**config.mk**
```make
export PLATFORM = sky130hd
export DESIGN_NAME = rr_arbiter_8_flat
export DESIGN_NICKNAME = d
export VERILOG_FILES = /design/src/rtl/rr_arbiter_8_if.sv /design/src/rtl/rr_arbiter_8.sv /design/src/flat_wrapper.sv
export SDC_FILE = /design/constraint.sdc
export NUM_CORES = 1
export LEC_CHECK = 0
export CORE_AREA = 2 2 83 85
export DETAILED_ROUTE_END_ITERATION = 16
export DIE_AREA = 0 0 85 87
export PLACE_DENSITY_LB_ADDON = 0.1
export SYNTH_ARGS = -nofsm -noshare
export SYNTH_HDL_FRONTEND = slang
export SYNTH_SLANG_ARGS = --single-unit
```
**constraint.sdc**
```tcl
create_clock -name clk -period 4.6 [get_ports clk]
set_input_delay 0.92 -clock clk [delete_from_list [all_inputs] [get_ports clk]]
set_output_delay 0.92 -clock clk [all_outputs]
set_load 0.02 [all_outputs]
```
**src/rtl/rr_arbiter_8_if.sv**
```systemverilog
// rr_arbiter_8_if
// Request/grant bundle between the requesters and the round-robin arbiter.
//   en        : global enable (driven by master side)
//   req[7:0]  : level-sensitive request lines, bit k = requester k
//   gnt[7:0]  : registered one-hot grant
//   gnt_id    : registered encoded owner index (0 when idle)
//   gnt_valid : registered |gnt
//   timeout   : registered one-cycle pulse on a forced rotation/renewal
interface rr_arbiter_8_if;
    logic       en;
    logic [7:0] req;
    logic [7:0] gnt;
    logic [2:0] gnt_id;
    logic       gnt_valid;
    logic       timeout;

    // Requester side drives requests and observes grants.
    modport master (
        output en,
        output req,
        input  gnt,
        input  gnt_id,
        input  gnt_valid,
        input  timeout
    );

    // Arbiter side observes requests and drives grants.
    modport slave (
        input  en,
        input  req,
        output gnt,
        output gnt_id,
        output gnt_valid,
        output timeout
    );
endinterface

```
**src/rtl/rr_arbiter_8.sv**
```systemverilog
// rr_arbiter_8
// Eight-way round-robin arbiter with grant hold and optional hold timeout.
// Ports:
//   clk   : rising-edge clock
//   rst_n : asynchronous active-low reset, clears all outputs immediately
//   bus   : rr_arbiter_8_if.slave (en, req in; gnt, gnt_id, gnt_valid, timeout out)
// Parameter:
//   MAX_HOLD : max consecutive grant cycles per owner (0..255, 0 = no timeout)
// All outputs are direct flop outputs; nothing combinational reaches them
// from req or en.
module rr_arbiter_8 #(
    parameter int unsigned MAX_HOLD = 16
) (
    input  logic             clk,
    input  logic             rst_n,
    rr_arbiter_8_if.slave    bus
);

    localparam logic [7:0] MAX_HOLD_C = 8'(MAX_HOLD);
    localparam bit         TO_ENABLE  = (MAX_HOLD != 0);

    typedef enum logic [0:0] {
        IDLE  = 1'b0,
        GRANT = 1'b1
    } state_t;

    state_t     state_r, state_s;
    logic [7:0] gnt_r, gnt_s;
    // gnt_id_r doubles as the owner register: it equals k whenever GRANT.
    logic [2:0] gnt_id_r, gnt_id_s;
    logic       gnt_valid_r, gnt_valid_s;
    logic       timeout_r, timeout_s;
    logic [2:0] ptr_r, ptr_s;
    logic [7:0] hcnt_r, hcnt_s;
    logic [2:0] next_ptr_s;
    logic [7:0] others_s;
    logic       hold_limit_s;

    // First index with mask bit set, scanning start, start+1, ... mod 8.
    function automatic logic [2:0] pick(input logic [7:0] mask, input logic [2:0] start);
        logic [2:0] idx;
        logic [2:0] res;
        logic       found;
        res   = start;
        found = 1'b0;
        for (int i = 0; i < 8; i++) begin
            idx = start + 3'(i);
            if (!found && mask[idx]) begin
                res   = idx;
                found = 1'b1;
            end else begin
                found = found;
            end
        end
        return res;
    endfunction

    function automatic logic [7:0] onehot(input logic [2:0] idx);
        return 8'd1 << idx;
    endfunction

    // Next-state and next-output computation for the IDLE/GRANT machine.
    always_comb begin
        state_s      = state_r;
        gnt_id_s     = gnt_id_r;
        ptr_s        = ptr_r;
        hcnt_s       = hcnt_r;
        timeout_s    = 1'b0;
        next_ptr_s   = gnt_id_r + 3'd1;
        others_s     = bus.req & ~gnt_r;
        hold_limit_s = TO_ENABLE && (hcnt_r == MAX_HOLD_C);
        case (state_r)
            IDLE: begin
                if (bus.en && (|bus.req)) begin
                    gnt_id_s = pick(bus.req, ptr_r);
                    hcnt_s   = 8'd1;
                    state_s  = GRANT;
                end else begin
                    gnt_id_s = 3'd0;
                    state_s  = IDLE;
                end
            end
            GRANT: begin
                if (!bus.req[gnt_id_r]) begin
                    // Release: pointer moves past the old owner, handover
                    // happens in the same edge when someone else is asking.
                    ptr_s = next_ptr_s;
                    if (bus.en && (|bus.req)) begin
                        gnt_id_s = pick(bus.req, next_ptr_s);
                        hcnt_s   = 8'd1;
                    end else begin
                        gnt_id_s = 3'd0;
                        hcnt_s   = 8'd0;
                        state_s  = IDLE;
                    end
                end else if (hold_limit_s) begin
                    timeout_s = 1'b1;
                    ptr_s     = next_ptr_s;
                    if (!bus.en) begin
                        gnt_id_s = 3'd0;
                        hcnt_s   = 8'd0;
                        state_s  = IDLE;
                    end else if (|others_s) begin
                        gnt_id_s = pick(others_s, next_ptr_s);
                        hcnt_s   = 8'd1;
                    end else begin
                        // Sole requester: renew its grant.
                        hcnt_s = 8'd1;
                    end
                end else begin
                    if (hcnt_r != 8'hFF) begin
                        hcnt_s = hcnt_r + 8'd1;
                    end else begin
                        hcnt_s = hcnt_r;
                    end
                end
            end
            default: begin
                state_s  = IDLE;
                gnt_id_s = 3'd0;
                hcnt_s   = 8'd0;
            end
        endcase
        gnt_s       = (state_s == GRANT) ? onehot(gnt_id_s) : 8'd0;
        gnt_valid_s = (state_s == GRANT);
    end

    // State and registered outputs.
    always_ff @(posedge clk or negedge rst_n) begin
        if (!rst_n) begin
            state_r     <= IDLE;
            gnt_r       <= 8'd0;
            gnt_id_r    <= 3'd0;
            gnt_valid_r <= 1'b0;
            timeout_r   <= 1'b0;
            ptr_r       <= 3'd0;
            hcnt_r      <= 8'd0;
        end else begin
            state_r     <= state_s;
            gnt_r       <= gnt_s;
            gnt_id_r    <= gnt_id_s;
            gnt_valid_r <= gnt_valid_s;
            timeout_r   <= timeout_s;
            ptr_r       <= ptr_s;
            hcnt_r      <= hcnt_s;
        end
    end

    assign bus.gnt       = gnt_r;
    assign bus.gnt_id    = gnt_id_r;
    assign bus.gnt_valid = gnt_valid_r;
    assign bus.timeout   = timeout_r;

endmodule

```
**src/flat_wrapper.sv**
```systemverilog
// flat-port wrapper written by rule: the top's interface ports become plain ports
module rr_arbiter_8_flat 
#(
    parameter int unsigned MAX_HOLD = 16
)
  (clk, rst_n, bus_en, bus_req, bus_gnt, bus_gnt_id, bus_gnt_valid, bus_timeout);
  rr_arbiter_8_if bus_i ();
  input  logic clk;
  input  logic rst_n;
  input wire logic [$bits(bus_i.en)-1:0] bus_en;
  input wire logic [$bits(bus_i.req)-1:0] bus_req;
  output wire logic [$bits(bus_i.gnt)-1:0] bus_gnt;
  output wire logic [$bits(bus_i.gnt_id)-1:0] bus_gnt_id;
  output wire logic [$bits(bus_i.gnt_valid)-1:0] bus_gnt_valid;
  output wire logic [$bits(bus_i.timeout)-1:0] bus_timeout;
  assign bus_i.en = bus_en;
  assign bus_i.req = bus_req;
  assign bus_gnt = bus_i.gnt;
  assign bus_gnt_id = bus_i.gnt_id;
  assign bus_gnt_valid = bus_i.gnt_valid;
  assign bus_timeout = bus_i.timeout;
  rr_arbiter_8 #(.MAX_HOLD(MAX_HOLD)) u_core (.clk(clk), .rst_n(rst_n), .bus(bus_i));
endmodule
```
Yosys cells after proc, flatten, opt, wreduce, memory -nomap -nowiden
Cells that the tools add are included.

Register bits: 24. Input port bits: 11. Output and inout port bits: 13. Word-level logic and storage cells: 282.

Add/subtract/negate cells: 16. Order comparisons: 17. Eq/ne operators: 5. Shifts and indexed selects: 1. Muxes and demuxes: 187. Bitwise operators: 3. Reductions and logical operators: 47.

Operators by type and width (number): $mux 1 (125); $mux 3 (29); $bmux 1 s3 (25); $lt 3x4->1 const B (17); $mux 8 (5); $add 3x3->3 const B (8); $logic_and 1x1->1 (22); $logic_not 1->1 (21); $pmux 8 s2 (1); $reduce_or 8->1 (2); $add 3x2->3 const B (4); $add 3x1->3 const B (3); $add 8x1->8 const B (1); $and 8x8->8 (1); $eq 8x5->1 const B (1); $ne 8x8->1 const B (1); $not 8->8 (1); $shl 1x3->8 const A (1); $pmux 3 s2 (1); $ne 2x1->1 const B (2); $ne 4x4->1 const B (1); $reduce_and 2->1 (2); $pmux 1 s2 (1); $not 1->1 (1).

Logic depth before layout (Yosys ltp)
Gate-level depths: netlist of the first run.

Depth in word-level cells: 68. Depth in mapped cells: 18. Depth with buffers taken out: 12.

Worst setup path after synthesis of the first run
Ideal clock, no wire load.

Kind: register to register. From: register u_core.gnt_id_r[0] (netlist: u_core.bus.gnt_id[0]). To: register u_core.gnt_r[0] (netlist: u_core.bus.gnt[0]). Data arrival time: 3657 ps. Data required time: 4506 ps. Slack: 848 ps. Stages on the path, launching flop included: 19. Path buffers: 6. Cells stage by stage: dfrtp_1 buf_6 buf_6 buf_6 inv_1 ha_1 buf_6 buf_6 buf_6 nor3b_1 a311oi_1 a311oi_1 o31ai_1 a221oi_1 o211a_1 o211ai_1 a311oi_4 inv_4 nor4b_4.

Cells in the longest elaborated chain, start to end: 67.

RTL lines: from (decl) (line rr_arbiter_8.sv:30) `logic [2:0] gnt_id_r, gnt_id_s;`; from (signal assigned) (line rr_arbiter_8.sv:141) `gnt_id_r <= gnt_id_s;`; $add 3x1->3 * (line rr_arbiter_8.sv:69) `next_ptr_s = gnt_id_r + 3'd1;`; net u_core.next_ptr_s[0] (line rr_arbiter_8.sv:35) `logic [2:0] next_ptr_s;`; $bmux 1 s3 (line rr_arbiter_8.sv:48) `if (!found && mask[idx]) begin`; $mux 1 (implied by the code) (line rr_arbiter_8.sv:48); $mux 1 (line rr_arbiter_8.sv:48); $mux 1 (line rr_arbiter_8.sv:103) `end else if (|others_s) begin`; $mux 1 (line rr_arbiter_8.sv:99) `if (!bus.en) begin`; $mux 1 (line rr_arbiter_8.sv:96) `end else if (hold_limit_s) begin`; [... 54 more ...]; $mux 3 (line rr_arbiter_8.sv:99); $mux 3 (line rr_arbiter_8.sv:96); $mux 3 * (line rr_arbiter_8.sv:84) `if (!bus.req[gnt_id_r]) begin`; $pmux 3 s2 * (line rr_arbiter_8.sv:72) `case (state_r)`; net u_core.gnt_id_s[2] (line rr_arbiter_8.sv:30); $shl 1x3->8 * (line rr_arbiter_8.sv:59) `return 8'd1 << idx;`; $mux 8 * (line rr_arbiter_8.sv:124) `gnt_s = (state_s == GRANT) ? onehot(gnt_id_s) : 8'd0;`; net u_core.gnt_s[0] (line rr_arbiter_8.sv:28) `logic [7:0] gnt_r, gnt_s;`; to (signal assigned) (line rr_arbiter_8.sv:140) `gnt_r <= gnt_s;`; to (decl) (line rr_arbiter_8.sv:28).

Mark *: on every way through the listed nets, which the timed path passes. The rest lies on a longest branch. The select of a mux whose other input is x is not followed. A chain may end at the register's enable or synchronous reset.

Worst setup path in the final report of the first run
From: input port bus_req[7]. To: register u_core.gnt_r[4] (netlist: u_core.bus.gnt[4]).

Cells in the longest elaborated chain, start to end: 67.

RTL lines: from (decl) (line flat_wrapper.sv:11) `input wire logic [$bits(bus_i.req)-1:0] bus_req;`; $and 8x8->8 (line rr_arbiter_8.sv:70) `others_s = bus.req & ~gnt_r;`; $bmux 1 s3 (line rr_arbiter_8.sv:48); $mux 1 (implied by the code) (line rr_arbiter_8.sv:48); $mux 1 (line rr_arbiter_8.sv:48); $mux 1 (line rr_arbiter_8.sv:103); $mux 1 (line rr_arbiter_8.sv:99); $mux 1 (line rr_arbiter_8.sv:96); $mux 1 (line rr_arbiter_8.sv:84); [... 53 more ...]; $mux 3 (line rr_arbiter_8.sv:99); $mux 3 (line rr_arbiter_8.sv:96); $mux 3 (line rr_arbiter_8.sv:84); $pmux 3 s2 * (line rr_arbiter_8.sv:72); net u_core.gnt_id_s[0] (line rr_arbiter_8.sv:30); $shl 1x3->8 * (line rr_arbiter_8.sv:59); $mux 8 * (line rr_arbiter_8.sv:124); net u_core.gnt_s[4] (line rr_arbiter_8.sv:28).

Marked as above.

==> out/qor.yml, run 1 <==
outcome: "finished clean"
vias: 3656
nFillCells: 574
cts_root_buf: "clkbuf_8"
drtPass1Iterations: 6
syn_nets: 453
crit_chain: "clkdlybuf4s50_1, nor3b_2, nor4_1, mux4_2, nand4_2, o21ai_1, a211oi_1, mux2i_1, o211a_1, clkinv_1, nor3_1"
reg2reg_depth: 11
synthTopCellsByArea: "mux4_2 (17%), dfrtp_1 (16%), o21ai_0 (3.9%)"
synthAdderAreaFrac_pct: 1.96
area_delta_synth_final_pct: 7.53
cts-resized-gates: 0
postRouteAntennaNets: 0
ioPinCount: 24
netlist.area_leader.share_pct: 16.5
ys_seq_elements: 24
synth-compound-area-share_pct: 21.9
holdBufCountCts: 0
cp_top_family: "buffers and inverters"
worstHoldPathCells: 1
clk_path_buf_depth: 2
cp.depth: 11
peakVddDrop_v: 0.000495
cts.sinks: 24
max_cap_violations: 0
setup_viol: 0
worstPathMaxFanout: 17
crit_path_top_delay_cell: "clkdlybuf4s50_1"
place.gp.congestion: 0.991
min_period_over_period_pct: 90.5
endpoint_kind: "flop"
htreeDepth: 1
cts_tree: "done"
worstHoldStart: "u_core.hcnt_r[7]"
grt_usage_pct: 29.4
clock_skew_ps: 2.66
die_w_um: 85
clkTransAtPathRegs_ps: 80
io_buffer_count: 23
place_ws_ps: 236
share_comb_of_total_power_pct: 82.4
postCtsSetupBuffers: 0
p_seq_share_pct: 11.8
grt.overflow.total: 0
worstHoldPathType: "flop to flop"
synth_top_family_by_area: "simple AND/OR/NAND/NOR gates"
final_nets: 461
synth_edf_count: 0
p_per_area_mw_per_mm2: 770
start_util_pct: 58.2
grt_pass1_vias: 3435
synth.most_common_cell: "nor2_1"
die_h_um: 87
synthArstFlopShare_pct: 100
clk_latency_ps: 260
p_int_mw: 1.51
use_met3_pct: 2.84
path_buf_inv: 2
rsz0062_at_grt: "false"
final_cell_area_mm2: 0.00411
p_clk_share_pct: 5.8
multi_input_area_mm2: 0.00296
insertedDiodeCount: 0
yosys.area_share.simple_pct: 26.9
via_per_inst: 6.99
synth_cell_types: 76
num_rows: 30
yosysSeqAreaShare_pct: 15.7
dp_hpwl_mm: 7.82
yosys-top-cells-count: "nor2_1 (39), o21ai_0 (30), mux4_2 (28), nand2_1 (26)"
synth_warnings: 0
worstSetupStartpoint: "bus_req[7]"
core_area_mm2: 0.00657
grt_pass1_wl_mm: 17.6
drt_iter0_markers: 364
swShare_pct: 52.4
cp.required_ps: 4770
r2r-start: "u_core.ptr_r[0]"
muxShareOfSynthArea_pct: 23.1
synthesis.area_mm2: 0.00382
critical-path-max-stage-delay_ps: 830
cts_made_buffers: 3
cellLeakagePower_nw: 1.61
grt.met1_usage_pct: 42.5
slew_viol_final: 0
yosysTopAreaCell: "mux4_2"
avgSynthCellArea_um2: 8.76
synth_ff_type: "dfrtp_1"
dpl-instance-area_mm2: 0.00404
antenna_found_initial: 0
tns_ps: 0
dieArea_mm2: 0.00740
max_slew_margin_pct: 31.4
synth_xor_area_share_pct: 3.73
fin_crit_ps: 4160
fmax_ghz: 0.240
grt_max_degree: 37
worstMarginPinSlew_ps: 1030
routedWlPerCell_um: 20.2
synth_cells: 436
post-route-util_pct: 62.6
seqCellArea_um2: 601
drive_gt1_share_pct: 14.9
crit_type: "input pin to flop"
busiest_layer: "met2"
drc: 0
critPathArrivalTime_ps: 4330
timing.final.ws_setup_ps: 437
hold_violations: 0
p_switching_mw: 1.66
gr-usage-met2_pct: 48.4
worstSetupStartpointType: "input pin"
wl_mm: 10.6
[path summary, 6_finish.rpt]
path                                     endpoint  slack [ps]
worst max register to register  u_core.bus.gnt[0]         640
max in group asynchronous          u_core.state_r        2770
min in group asynchronous        u_core.hcnt_r[5]        1210
worst min-delay path             u_core.hcnt_r[7]         510
worst min register to register   u_core.hcnt_r[7]         510
worst max-delay path            u_core.bus.gnt[4]         440
[stage by stage]
stage	hold WS (ps)	instances	total power [mW]
after floorplan	468	436	2.41
after global placement	501	519	2.90
after CTS	520	523	3.11
after global routing	551	523	3.42
after detailed placement	511	519	2.92
final	513	523	3.16
[power groups by stage]
stage	Clock (mW)	Combinational, mW	Sequential, mW
CTS	0.184	2.56	0.370
floorplan	0	2.04	0.361
finish	0.183	2.61	0.373
global placement	0	2.52	0.373
global route	0.199	2.83	0.385
detailed placement	0	2.54	0.375
[worst reg2reg max path: stages, from the launching register on]
cell,delay (ps)
dfrtp_1,700
inv_1,150
ha_1,510
mux4_2,640
nor2_1,150
mux4_2,330
nand2b_2,110
nor3_2,290
nand2_1,170
a311oi_4,490
inv_4,90
nor4b_4,260
[cells by family (layout without fill, tap and decap cells)]
group	after synthesis	count (layout)
AND/OR/NAND/NOR	180	180
AO/OA/AOI/OAI	118	118
multiplexers	49	49
buffers and inverters	47	54
flip-flops	24	24
XOR/XNOR	12	12
adder cells (fa/ha/maj)	6	6
[cells in the final DEF (no fill, tap or decap), drive strengths merged, types with 9 or more instances in the layout]
cell           instances
nor2                  39
o21ai                 32
mux4                  30
nand2                 26
a21oi                 24
dfrtp                 24
clkdlybuf4s50         23
nand2b                20
inv                   18
nor2b                 15
mux2i                 12
nand3                 12
and3                  12
a211oi                10
nor3b                  9
nor3                   9
[area by class of cell]
cell class	instances	share of cell area [%]
multi-input cells	365	72.1
flip-flops and latches	24	14.6
repair buffers	30	7.19
well taps	80	2.44
inverters	20	1.89
clock buffers	3	1.00
clock inverters	1	0.731
[metal layers]
layer / wire (um) / up-vias
met3: 697 / 18
met4: 140 / 0
met5: 0 / -
li1: - / 1701
met1: 4660 / 1769
met2: 5080 / 168
[sequential cells by signal, summed over array words and instances, names as in the netlist]
| name | flops |
|---|---|
| u_core.hcnt_r | 8 |
| u_core.bus.timeout | 1 |
| u_core.bus.gnt_id | 3 |
| u_core.ptr_r | 3 |
| u_core.bus.gnt | 8 |
| u_core.state_r | 1 |
Note: power is estimated with default switching activity, not from simulation.
==> inputs of run 2 (changes only) <==
Settings changed: CAP_MARGIN from default to 20, CORE_AREA 2 2 83 85 to 2 2 82 84, DIE_AREA 0 0 85 87 to 0 0 84 86.
==> out/qor.yml, run 2 (synthesis gave the netlist of run 1 again) <==
outcome: "finished clean"  # unchanged
dp_hpwl_mm: 7.70  # was 7.82 mm
critPathArrivalTime_ps: 4420  # was 4330 ps
multi_input_area_mm2: 0.00296  # unchanged
cts_made_buffers: 3  # unchanged
via_per_inst: 6.90  # was 6.99
critical-path-max-stage-delay_ps: 850  # was 830 ps
peakVddDrop_v: 0.000398  # was 0.000495 V
drt_iter0_markers: 315  # was 364
nFillCells: 516  # was 574
layout_commonest_cell: "nor2_1"  # unchanged
max_cap_violations: 0  # unchanged
vias: 3618  # was 3656
mostFrequentLayoutCells: "nor2_1 (39), o21ai_0 (30), mux4_2 (28)"  # unchanged
holdBufCountCts: 0  # unchanged
min_period_over_period_pct: 92.2  # was 90.5%
drc: 0  # unchanged
slew_viol_final: 0  # unchanged
crit_type: "input pin to flop"  # unchanged
die_h_um: 86  # was 87 um
worstPathMaxFanout: 17  # unchanged
p_per_area_mw_per_mm2: 749  # was 770 mW/mm^2
ioPinCount: 24  # unchanged
io_buffer_count: 23  # unchanged
cp_top_family: "buffers and inverters"  # unchanged
drive_gt1_share_pct: 15.7  # was 14.9%
path_buf_inv: 2  # unchanged
routedWlPerCell_um: 19.5  # was 20.2 um
postRouteAntennaNets: 0  # unchanged
wl_mm: 10.2  # was 10.6 mm
setup_viol: 0  # unchanged
cts-resized-gates: 0  # unchanged
dr_wl_met2_mm: 4.76  # was 5.08 mm
met1_length_mm: 4.48  # was 4.66 mm
num_rows: 29  # was 30
htreeDepth: 1  # unchanged
whs_ps: 536  # was 513 ps
grt.overflow.total: 0  # unchanged
place.gp.congestion: 0.985  # was 0.991
grt_max_degree: 25  # was 37
die_w_um: 84  # was 85 um
grt_pass1_wl_mm: 17.0  # was 17.6 mm
endpoint_kind: "flop"  # unchanged
worstMarginPinSlew_ps: 833  # was 1030 ps
crit_chain: "clkdlybuf4s50_1, nor3b_2, nor4_1, mux4_2, nand4_2, o21ai_1, a211oi_1, mux2i_1, o211a_1, clkinv_1, nor4b_4"  # was clkdlybuf4s50_1, nor3b_2, nor4_1, mux4_2, nand4_2, o21ai_1, a211oi_1, mux2i_1, o211a_1, clkinv_1, nor3_1
worstHoldPathType: "flop to flop"  # unchanged
wl_met3_um: 798  # was 697 um
cp.required_ps: 4780  # was 4770 ps
highest_layer: "met4"  # unchanged
final_nets: 466  # was 461
crit_path_top_delay_cell: "clkdlybuf4s50_1"  # unchanged
tns_ps: 0  # unchanged
cts_tree: "done"  # unchanged
dieArea_mm2: 0.00722  # was 0.00740 mm^2
drtPass1Iterations: 5  # was 6
grt_usage_pct: 29.0  # was 29.4%
grt_pass1_vias: 3293  # was 3435
clock_skew_ps: 6.32  # was 2.66 ps
cts_root_buf: "clkbuf_8"  # unchanged
area_delta_synth_final_pct: 7.50  # was 7.53%
start_util_pct: 60.9  # was 58.2%
rsz0062_at_grt: "false"  # unchanged
antenna_found_initial: 0  # unchanged
fmax_ghz: 0.236  # was 0.240 GHz
insertedDiodeCount: 0  # unchanged
clk_latency_ps: 270  # was 260 ps
worstSetupStartpointType: "input pin"  # unchanged
postCtsSetupBuffers: 0  # unchanged
clk_path_buf_depth: 2  # unchanged
seqCellArea_um2: 601  # unchanged
fin_crit_ps: 4240  # was 4160 ps
max_slew_margin_pct: 44.1  # was 31.4%
clkTransAtPathRegs_ps: 80  # about the same
core_area_mm2: 0.00628  # was 0.00657 mm^2
cts.sinks: 24  # unchanged
hold_violations: 0  # unchanged
cellLeakagePower_nw: 1.62  # was 1.61 nW
-- run 2: cell types whose count changed in the layout (fill, tap and decap cells not counted), sizes merged --
cell | before | now
buf | 7 | 12
bufinv | 1 | 0
-- run 2: final cells by class --
class	count	share of cell area, %
multi-input combinational	365	72.2
sequential	24	14.6
timing repair buffer	35	7.98
tap	77	2.35
inverter	20	1.89
clock buffer	3	1.01
-- run 2: per-stage QoR --
step,setup slack [ps],cell area [um^2],power [mW],instances,utilization (%)
floorplan,848,3820,2.41,436,-
global placement,294,4050,2.87,520,64.5
detailed placement,134,4050,2.90,520,64.5
CTS,409,4090,3.04,523,65.2
global route,113,4110,3.34,524,65.4
finish,358,4110,3.08,524,65.4
-- run 2: worst register-to-register path, cell delays in order, from the launching register on --
cell,delay (ps)
dfrtp_1,530
inv_1,250
ha_1,360
buf_4,240
clkinv_1,310
or4_1,650
and4_1,290
o2bb2ai_1,140
and3_1,210
a211oi_2,210
nor3_1,150
a311oi_4,380
inv_4,90
nor4b_4,270
-- run 2: metal layers --
metal	GRT usage (%)	vias to the layer above
met3	3.46	18
met4	8.21	0
li1	-	1700
met1	43.0	1725
met5	0	-
met2	44.9	175
-- run 2: path summary, 6_finish.rpt --
kind | cells past startpoint | end | startpoint | slack, ps
max | 11 | u_core.bus.gnt[0] | bus_req[7] | 360
min | 2 | u_core.hcnt_r[1] | u_core.hcnt_r[1] | 540
max reg2reg | 13 | u_core.bus.gnt[0] | u_core.bus.gnt_id[0] | 430
min reg2reg | 2 | u_core.hcnt_r[1] | u_core.hcnt_r[1] | 540
max in group asynchronous | 2 | u_core.ptr_r[2] | rst_n | 3220
min in group asynchronous | 1 | u_core.hcnt_r[2] | rst_n | 930
-- run 2: report_power, final --
| part | total (mW) | switching (mW) | internal (mW) |
|---|---|---|---|
| combinational | 2.57 | 1.45 | 1.12 |
| clock | 0.124 | 0.0653 | 0.0586 |
| sequential | 0.378 | 0.111 | 0.267 |
| total | 3.08 | 1.63 | 1.45 |
==> variant: new RTL, settings of run 2 <==
Make the reset (`rst_n`) synchronous in one clocked block. Comments in the files are not updated.
--- a/src/rtl/rr_arbiter_8.sv
+++ b/src/rtl/rr_arbiter_8.sv
@@ -126,7 +126,7 @@
     end
 
     // State and registered outputs.
-    always_ff @(posedge clk or negedge rst_n) begin
+    always_ff @(posedge clk) begin
         if (!rst_n) begin
             state_r     <= IDLE;
             gnt_r       <= 8'd0;
Formal check against the unedited RTL: differs if rst_n is asserted again (counterexample within 4 cycles, from zero or initial values and one cycle with rst_n low); with rst_n held inactive, the same outputs for 4 cycles.
==> variant against run 2 <==
  * Synthesized area shrank 1.7%
  * Core utilization shrank 0.26 points
  * Global-route usage up 1.3 points
  * Cell count fell by 0.95%
  * Critical path depth decreased by 1
  * Count of clock-buffer cells in the layout unchanged
  * Cell area shrank 0.40%
  * Critical endpoint is now u_core.bus.gnt[6]
  * Largest cell class unchanged
  * Via count increased by 1.7%
  * Sequential cell count unchanged
  * Highest routed layer unchanged
  * Routed wire length up 4.2%
  * Setup slack better by 0.071 ns
Power is not compared: it rests on default switching activity, and its combinational part moved more than twofold at a synthesized area within 25%.
==> variant: results (changes against run 2) <==
metric	value	unit	change
Reg2Reg Depth	9		was 13
reg2reg start	u_core.bus.gnt_id[1]		was u_core.bus.gnt_id[0]
Post-Route Skew	0.00273	ns	was 0.00632 ns
vias in the first global route	3399		was 3293
Primary FF master, synth	dfxtp_1		was dfrtp_1
GRT Resource Usage Total	30.3	%	was 29.0%
Non-CTS inverters	15		was 20
worst reg2reg endpoint	u_core.bus.gnt[6]		was u_core.bus.gnt[0]
post-synth net total	451		was 453
RePlAce Congestion	0.973		was 0.985
commonest cells in the netlist	nand2_1 (39), nor2_1 (33), dfxtp_1 (24), mux4_2 (24)		was nor2_1 (39), o21ai_0 (30), mux4_2 (28)
area of the multi-input gates	0.00305	mm2	was 0.00296 mm2
ClkCell Share	1.74	%	was 1.01%
Layout area overhead	8.96	%	was 7.50%
Worst Path Required	4.77	ns	was 4.78 ns
hpwl dp	7900	um	was 7700 um
Final non-clock buffer share	8.13	%	was 7.98%
dominant cells by area after synthesis	mux4_2 (14%), dfxtp_1 (13%), mux2i_1 (5.3%)		was mux4_2 (17%), dfrtp_1 (16%), o21ai_0 (3.9%)
leakage	1.51	nW	
worst reg-to-reg setup slack	0.65	ns	was 0.43 ns
asr flop ratio synth	0	%	was 100%
status	finished clean		unchanged
iteration-0 DRC count of the detailed router	349		was 315
Total Wirelength	10700	um	was 10200 um
drt pass-1 iters	6		was 5
Seq/Total Area, Yosys	12.8	%	was 15.7%
worst skew pair latency	0.28	ns	
layout cells sized above 1	15.8	%	was 15.7%
Seq/total area	11.7	%	was 14.6%
crit-path max FO	16		was 17
Seq Cell Count	24		unchanged
DR vias	3681		was 3618
Distinct cells, synth	82		was 76
worst slew pin tran	0.912	ns	was 0.833 ns
Signal buffers	35		unchanged
multi-input gates	364		was 365
worst hold path startpoint	u_core.hcnt_r[3]		was u_core.hcnt_r[1]
Hold Path End	u_core.hcnt_r[3]		was u_core.hcnt_r[1]
first-pass GRT wire length	17600	um	was 17000 um
Setup Fix Bufs, Post-CTS	0		unchanged
fillcell total	543		was 516
nets@finish	460		was 466
clk slew on worst S/H paths	0.10	ns	was 0.08 ns
initial antenna violation count	0		unchanged
Hold Path Stages	2		unchanged
Synth Warn #	0		unchanged
Longest Clk Path Bufs	2		unchanged
largest net degree at the start of global routing	33		was 25
placed inst area	0.00402	mm2	was 0.00405 mm2
## variant: through the flow
step	power, mW	setup slack [ns]	utilization, %	hold WS, ns	cells
floorplan	1.01	0.841	-	0.475	434
global placement	1.21	0.190	64.0	0.499	515
detailed placement	1.22	0.168	64.0	0.515	515
CTS	1.42	0.462	65.2	0.530	519
global route	1.52	0.301	65.2	0.575	519
finish	1.44	0.430	65.2	0.531	519
## variant: logic make-up (layout without fill, tap and decap cells)
kind of cell / Yosys count / count (layout) / synth area share, %
mux: 64 / 64 / 28.6
simple gates: 188 / 188 / 27.8
fa+ha+maj: 6 / 6 / 2.00
buf+inv: 46 / 54 / 5.86
xor+xnor: 9 / 9 / 3.07
flops: 24 / 24 / 12.8
compound gates: 97 / 97 / 19.8
## variant: critical path: stages
cell	delay [ns]
clkdlybuf4s50_1	0.73
and3b_1	0.40
or2_1	0.26
mux4_2	0.56
nor4_4	0.36
a32o_1	0.23
mux2_1	0.33
o21ai_2	0.16
a31oi_4	0.15
nor3b_1	0.22
## variant: how the worst max path moves through the flow
stage	start	end	cells past startpoint
6_report	bus_req[0]	u_core.bus.gnt[6]	10
5_1_grt	bus_req[0]	u_core.bus.gnt[6]	10
4_1_cts	bus_req[0]	u_core.bus.gnt[6]	10
3_5_place_dp	bus_req[0]	u_core.bus.gnt[6]	10
3_3_place_gp	bus_req[0]	u_core.bus.gnt_id[1]	10
2_1_floorplan	u_core.ptr_r[1]	u_core.bus.gnt[3]	16
## variant: layer usage
metal	wire, um	track usage (%)	vias up
met5	0	0	-
met4	243	7.92	0
met3	849	4.23	23
met2	4810	48.1	211
met1	4760	43.8	1750
li1	-	-	1697
